### src/rtl/hazard_pkg.sv
// Shared encodings for the hazard unit: forward selects, multiply FSM states
// and the legal range of the multiply latency.
package hazard_pkg;

  typedef enum logic [1:0] {
    FWD_NONE = 2'b00,
    FWD_W    = 2'b01,
    FWD_M    = 2'b10
  } fwd_e;

  typedef enum logic {
    MUL_IDLE = 1'b0,
    MUL_BUSY = 1'b1
  } mul_state_e;

  localparam int MUL_LAT_MIN = 1;
  localparam int MUL_LAT_MAX = 15;

  // Memory stage has the younger value, so it wins over writeback.
  function automatic logic [1:0] fwd_sel(input logic       reg_write_m,
                                         input logic [3:0] wa3_m,
                                         input logic       reg_write_w,
                                         input logic [3:0] wa3_w,
                                         input logic [3:0] ra_e);
    logic [1:0] sel;
    sel = FWD_NONE;
    if (reg_write_m && (wa3_m == ra_e)) sel = FWD_M;
    else if (reg_write_w && (wa3_w == ra_e)) sel = FWD_W;
    return sel;
  endfunction

endpackage

### src/rtl/hazard_unit_mul_stall_fsm.sv
// Multi-cycle multiply tracker: holds execute for MUL_LAT-1 extra cycles
// while a multiply occupies it.
module mul_stall_fsm
  import hazard_pkg::*;
#(
  parameter int MUL_LAT = 3
) (
  input  logic clk,
  input  logic reset,
  input  logic MulOpE,
  output logic MulStall,
  output logic MulBusyE
);

  localparam logic [3:0] CNT_INIT = (MUL_LAT > 1) ? 4'(MUL_LAT - 2) : 4'd0;
  localparam bit         MULTI    = (MUL_LAT > 1);

  mul_state_e state_q, state_d;
  logic [3:0] cnt_q, cnt_d;
  logic       stall_d;

  always_ff @(posedge clk or posedge reset) begin
    if (reset) begin
      state_q <= MUL_IDLE;
      cnt_q   <= 4'd0;
    end else begin
      state_q <= state_d;
      cnt_q   <= cnt_d;
    end
  end

  always_comb begin
    state_d = state_q;
    cnt_d   = cnt_q;
    stall_d = 1'b0;
    unique case (state_q)
      MUL_IDLE: begin
        if (MulOpE && MULTI) begin
          stall_d = 1'b1;
          state_d = MUL_BUSY;
          cnt_d   = CNT_INIT;
        end
      end
      MUL_BUSY: begin
        if (cnt_q != 4'd0) begin
          stall_d = 1'b1;
          cnt_d   = cnt_q - 4'd1;
        end else begin
          state_d = MUL_IDLE;
        end
      end
      default: state_d = MUL_IDLE;
    endcase
  end

  // Outputs are forced low while reset is held, independent of MulOpE.
  assign MulStall = stall_d & ~reset;
  assign MulBusyE = (state_q == MUL_BUSY) & ~reset;

endmodule

### src/rtl/hazard_unit.sv
// Pipeline hazard unit: operand forwarding, load-use stall, flush control and
// an optional multi-cycle multiply stall (enabled by HAZARD_MULTICYCLE_MUL_EN).
module hazard_unit
  import hazard_pkg::*;
#(
  parameter int MUL_LAT = 3
) (
  input  logic       clk,
  input  logic       reset,
  input  logic [3:0] RA1D,
  input  logic [3:0] RA2D,
  input  logic [3:0] RA1E,
  input  logic [3:0] RA2E,
  input  logic [3:0] WA3E,
  input  logic [3:0] WA3M,
  input  logic [3:0] WA3W,
  input  logic       RegWriteE,
  input  logic       RegWriteM,
  input  logic       RegWriteW,
  input  logic       MemtoRegE,
  input  logic       PCWrPendingF,
  input  logic       PCSrcW,
  input  logic       BranchTakenD,
  input  logic       MulOpE,
  output logic [1:0] ForwardAE,
  output logic [1:0] ForwardBE,
  output logic       StallF,
  output logic       StallD,
  output logic       StallE,
  output logic       FlushD,
  output logic       FlushE,
  output logic       MulBusyE
);

  logic       mul_stall;
  logic       mul_busy;
  logic       ld_stall;
  logic [1:0] fwd_a;
  logic [1:0] fwd_b;

`ifdef HAZARD_MULTICYCLE_MUL_EN
  mul_stall_fsm #(
    .MUL_LAT (MUL_LAT)
  ) u_mul_fsm (
    .clk      (clk),
    .reset    (reset),
    .MulOpE   (MulOpE),
    .MulStall (mul_stall),
    .MulBusyE (mul_busy)
  );
`else
  logic unused_mul_inputs;
  assign unused_mul_inputs = &{1'b0, clk, MulOpE};
  assign mul_stall = 1'b0;
  assign mul_busy  = 1'b0;
`endif

  assign fwd_a    = fwd_sel(RegWriteM, WA3M, RegWriteW, WA3W, RA1E);
  assign fwd_b    = fwd_sel(RegWriteM, WA3M, RegWriteW, WA3W, RA2E);
  assign ld_stall = MemtoRegE & RegWriteE & ((RA1D == WA3E) | (RA2D == WA3E));

  // A multiply stall freezes decode/execute, so flushes must wait for it.
  always_comb begin
    ForwardAE = FWD_NONE;
    ForwardBE = FWD_NONE;
    StallF    = 1'b0;
    StallD    = 1'b0;
    StallE    = 1'b0;
    FlushD    = 1'b0;
    FlushE    = 1'b0;
    MulBusyE  = 1'b0;
    if (!reset) begin
      ForwardAE = fwd_a;
      ForwardBE = fwd_b;
      StallF    = ld_stall | PCWrPendingF | mul_stall;
      StallD    = ld_stall | mul_stall;
      StallE    = mul_stall;
      FlushD    = (PCWrPendingF | PCSrcW | BranchTakenD) & ~mul_stall;
      FlushE    = (ld_stall | BranchTakenD) & ~mul_stall;
      MulBusyE  = mul_busy;
    end
  end

endmodule

### config.mk
export PLATFORM = sky130hd
export DESIGN_NAME = hazard_unit
export DESIGN_NICKNAME = d
export VERILOG_FILES = /design/src/rtl/hazard_pkg.sv /design/src/rtl/hazard_unit_mul_stall_fsm.sv /design/src/rtl/hazard_unit.sv
export SDC_FILE = /design/constraint.sdc
export NUM_CORES = 1
export LEC_CHECK = 0
export ABC_AREA = 1
export BUFFER_PORTS_ARGS = -buffer_cell sky130_fd_sc_hd__buf_2
export CORE_UTILIZATION = 30
export DETAILED_ROUTE_END_ITERATION = 16
export GPL_ROUTABILITY_DRIVEN = 1
export PLACE_DENSITY = 0.73
export SLEW_MARGIN = 20
export SYNTH_ARGS = -nofsm -noshare
export SYNTH_HDL_FRONTEND = slang
export SYNTH_SLANG_ARGS = --single-unit
### constraint.sdc
create_clock -name vclk -period 0.8
set_input_delay 0.08 -clock vclk [all_inputs]
set_output_delay 0.08 -clock vclk [all_outputs]
set_load 0.05 [all_outputs]
[Yosys cells after proc, flatten, opt, wreduce, memory -nomap -nowiden]
Index checks and enable logic that the tools add are counted.
Cells by class
  equality and inequality tests: 6
  mux-type cells: 10
  bitwise operators: 7
  reduce and logical (&&, ||, !) cells: 4
Operators with widths (number)
  $eq 4x4->1: 6
  $mux 2: 4
  $mux 1: 6
  $or 1x1->1: 5
  $logic_and 1x1->1: 4
  $and 1x1->1: 2
Word-level totals
  bits in registers: 0
  bits of input ports: 38
  output and inout bits: 10
  word-level logic and storage cells: 27

[Logic depth before layout (Yosys ltp)]
  depth after elaboration: 5
  depth in mapped cells: 8
  mapped depth without buffers: 8

[Worst setup path before layout]
OpenSTA, ideal clock, no wires.
  path kind: in2out
  from: input WA3M[3]
  to: output ForwardAE[1]
  arrival time: 1.423 ns
  data required time: 0.720 ns
  slack: -0.703 ns
  stages on the path: 6
  path buffers: 0
  path through: inv_1 -> nand2_1 -> o21ai_0 -> nor2_1 -> nand2_1 -> nor3_1
On the way
  word-level cells in the longest chain between the ends: 4
Ends and longest elaborated chain
  from (decl): line hazard_unit.sv:15  | input logic [3:0] WA3M,
  $eq 4x4->1: line hazard_pkg.sv:27  | if (reg_write_m && (wa3_m == ra_e)) sel = FWD_M;
  $logic_and 1x1->1: line hazard_pkg.sv:27
  $mux 2: line hazard_pkg.sv:27
  $mux 2: line hazard_unit.sv:72  | if (!reset) begin
  to (decl): line hazard_unit.sv:25  | output logic [1:0] ForwardAE,
No other way between the ends.

[Final worst setup path]
  from: input RA1E[0]
  to: output ForwardAE[1]
On the way
  word-level cells in the longest chain between the ends: 4
Ends and longest elaborated chain
  from (decl): line hazard_unit.sv:12  | input logic [3:0] RA1E,
  $eq 4x4->1: line hazard_pkg.sv:27
  $logic_and 1x1->1: line hazard_pkg.sv:27
  $mux 2: line hazard_pkg.sv:27
  $mux 2: line hazard_unit.sv:72
No other way between the ends.

==> qor.yml <==
floorplanning:
  placeableCoreArea_um2: 1506
  floorplan.die.height_um: 41.97
  floorplan.die_area_um2: 1761
  std_cell_rows: 14
  ios: 48
  fp.dieW_um: 41.97
  initial_utilization_pct: 31.81
yosys:
  synth_top_area_share_pct: 36.81
  synth_commonest_cells: "sky130_fd_sc_hd__nand2_1 (47), sky130_fd_sc_hd__inv_1 (24), sky130_fd_sc_hd__nor2_1 (14)"
  synth.avg_cell_area_um2: 4.317
  ys.warnings.count: 0
  synth.cell_area_um2: 479.2
  syn_inst: 111
  synth.area.top_cells: "sky130_fd_sc_hd__nand2_1 (37%), sky130_fd_sc_hd__inv_1 (19%), sky130_fd_sc_hd__nor2_1 (11%)"
  post_synth_num_cell_types: 13
  synth-seq-area-share_pct: 0
  yosysMostFrequentCell: "sky130_fd_sc_hd__nand2_1"
  netlist.top_cell.by_area: "sky130_fd_sc_hd__nand2_1"
pwr:
  static-leakage-power_nw: 0.5942
  total_power_mw: 0.5695
  pwr_density_nw_per_um2: 543.2
  maximum_vdd_drop_uv: 345.6
worst_setup_path:
  critPathBufInv: 4
  slowest_stage: "sky130_fd_sc_hd__buf_6"
  cpPeakStageDelay_ns: 0.18
  crit_path_start: "RA1E[0]"
  critical_path.startpoint_type: "input port"
  critPathCapture: "ForwardAE[1]"
  timing.critical_path.cells: "buf_8 > inv_4 > nand2_2 > o211ai_1 > buf_4 > nor3_4 > buf_6"
  path_class: "input port to output port"
  path_delay_family: "buffers and inverters"
  worst-path-max-fanout: 3
  cp-end-kind: "output port"
  cp_data_arrival_time_ns: 0.89
  path_depth: 7
  worst-endpoint-required_ns: 0.72
clock_network:
  cts_hold_buffers: 0
grt:
  grt_pass1_vias: 677
  global_route.overflow_total: 0
  grt.total_usage_pct: 19.24
  grt_max_degree: 5
  grt_antenna_before_repair: 0
  global_route_wire_length_before_repair_um: 2725
layout:
  regArea_um2: 0
  layout.cells.non_filler: 175
  layout.clock_buffers: 0
  final_nets: 199
  layout.sequential_cells: 0
  num_antenna_cells: 0
  final_core_util_pct: 69.60
  synthToLayoutAreaGrowth_pct: 118.8
  post_route_cells_drive_above_1_share_pct: 50.94
hold_path:
  min_path_type: "input port to output port"
timing:
  timing.final.ws_setup_ns: -0.1703
  setup-violations-final: 7
  layout_worst_path_cycle_share_pct: 121.3
  grt_setup_unrepaired: "yes"
  final_max_slew_viol_count: 0
  period_needed_ns: 0.9703
  finalHoldViolations: 0
  max_clock_freq_ghz: 1.031
route:
  wl_per_cell_um: 9.514
  drc: 1
  detailedRoute.firstIterationViolations: 9
  vias_post_dr: 800
  post_drt_via_cell_ratio: 4.571
  drtPass1Iterations: 10
  drt-total-wl_um: 1665
  drtAntennaViolNets: 0
placed_design:
  port_buffers: 44
  placed_cells: 174
  hpwlAfterDp_um: 1326
  gpl.final_weighted_congestion: 0.8408
run_status:
  violations: "design-rule violations, negative setup slack"
  run_status: "finished, violations left"
flow_run:
  max-cap-violations: 0
==> layout by cell type, fill, tap and decap left out, drive strengths merged <==
cell	instances
buf	49
nand2	48
inv	23
nor2	14
o21ai	6
nand3	5
xnor2	3
nor3	3
o211ai	2
o21a	2
conb	2
xor2	1
clkinvlp	1
==> power by group <==
part | total [mW] | internal [mW] | switching, mW
clock network | 0 | 0 | 0
registers | 0 | 0 | 0
logic | 0.569 | 0.269 | 0.300
==> timing repair <==
item                       4_1_cts  5_1_grt
pin swaps                       24       11
resized for setup               58       10
gates cloned                     0        0
setup endpoints to repair        7        7
buffers inserted                 1        0
==> worst min-delay path by stage <==
stage	start	endpoint	slack (ns)	depth (start not counted)
CTS	BranchTakenD	FlushE	0.52	4
detailed placement	reset	FlushD	0.54	3
finish	PCWrPendingF	StallF	0.51	4
global route	BranchTakenD	FlushE	0.54	4
global placement	reset	FlushD	0.53	3
floorplan	reset	ForwardAE[1]	0.22	1
==> through the flow <==
stage | hold WS (ns) | setup slack, ns | instance area, um^2 | TNS (ns)
floorplan | 0.2237 | -0.08961 | 561.8 | -0.3027
global placement | 0.5343 | -0.3160 | 817.0 | -1.868
detailed placement | 0.5371 | -0.3393 | 817.0 | -2.020
CTS | 0.5184 | -0.1704 | 1020 | -1.021
global route | 0.5387 | -0.2487 | 1049 | -1.584
finish | 0.5126 | -0.1703 | 1049 | -0.9847
==> logic make-up (layout without fill, tap and decap cells) <==
group / Yosys count / count (layout) / share of synthesized area, %
buffers and inverters: 26 / 73 / 21.93
XOR/XNOR: 4 / 4 / 7.312
AND/OR/NAND/NOR: 70 / 70 / 57.44
other: 1 / 2 / 0.7825
AO/OA/AOI/OAI: 10 / 10 / 12.53
==> layer usage <==
layer / share of wire [%] / GRT usage (%) / up-vias
met3: 6.8 / 1.304 / 0
met1: 40 / 24.67 / 346
met5: 0 / 0 / -
met2: 53 / 36.88 / 31
met4: 0 / 0 / 0
li1: - / - / 423
==> area by class of cell <==
class                           instances  area [um^2]
Timing Repair Buffer                   49        434.2
Multi-Input combinational cell         86        467.9
Tap cell                               16        20.02
Inverter                               24        126.4
Fill cell                             127        457.9
Power figures use the tool's default switching activity.
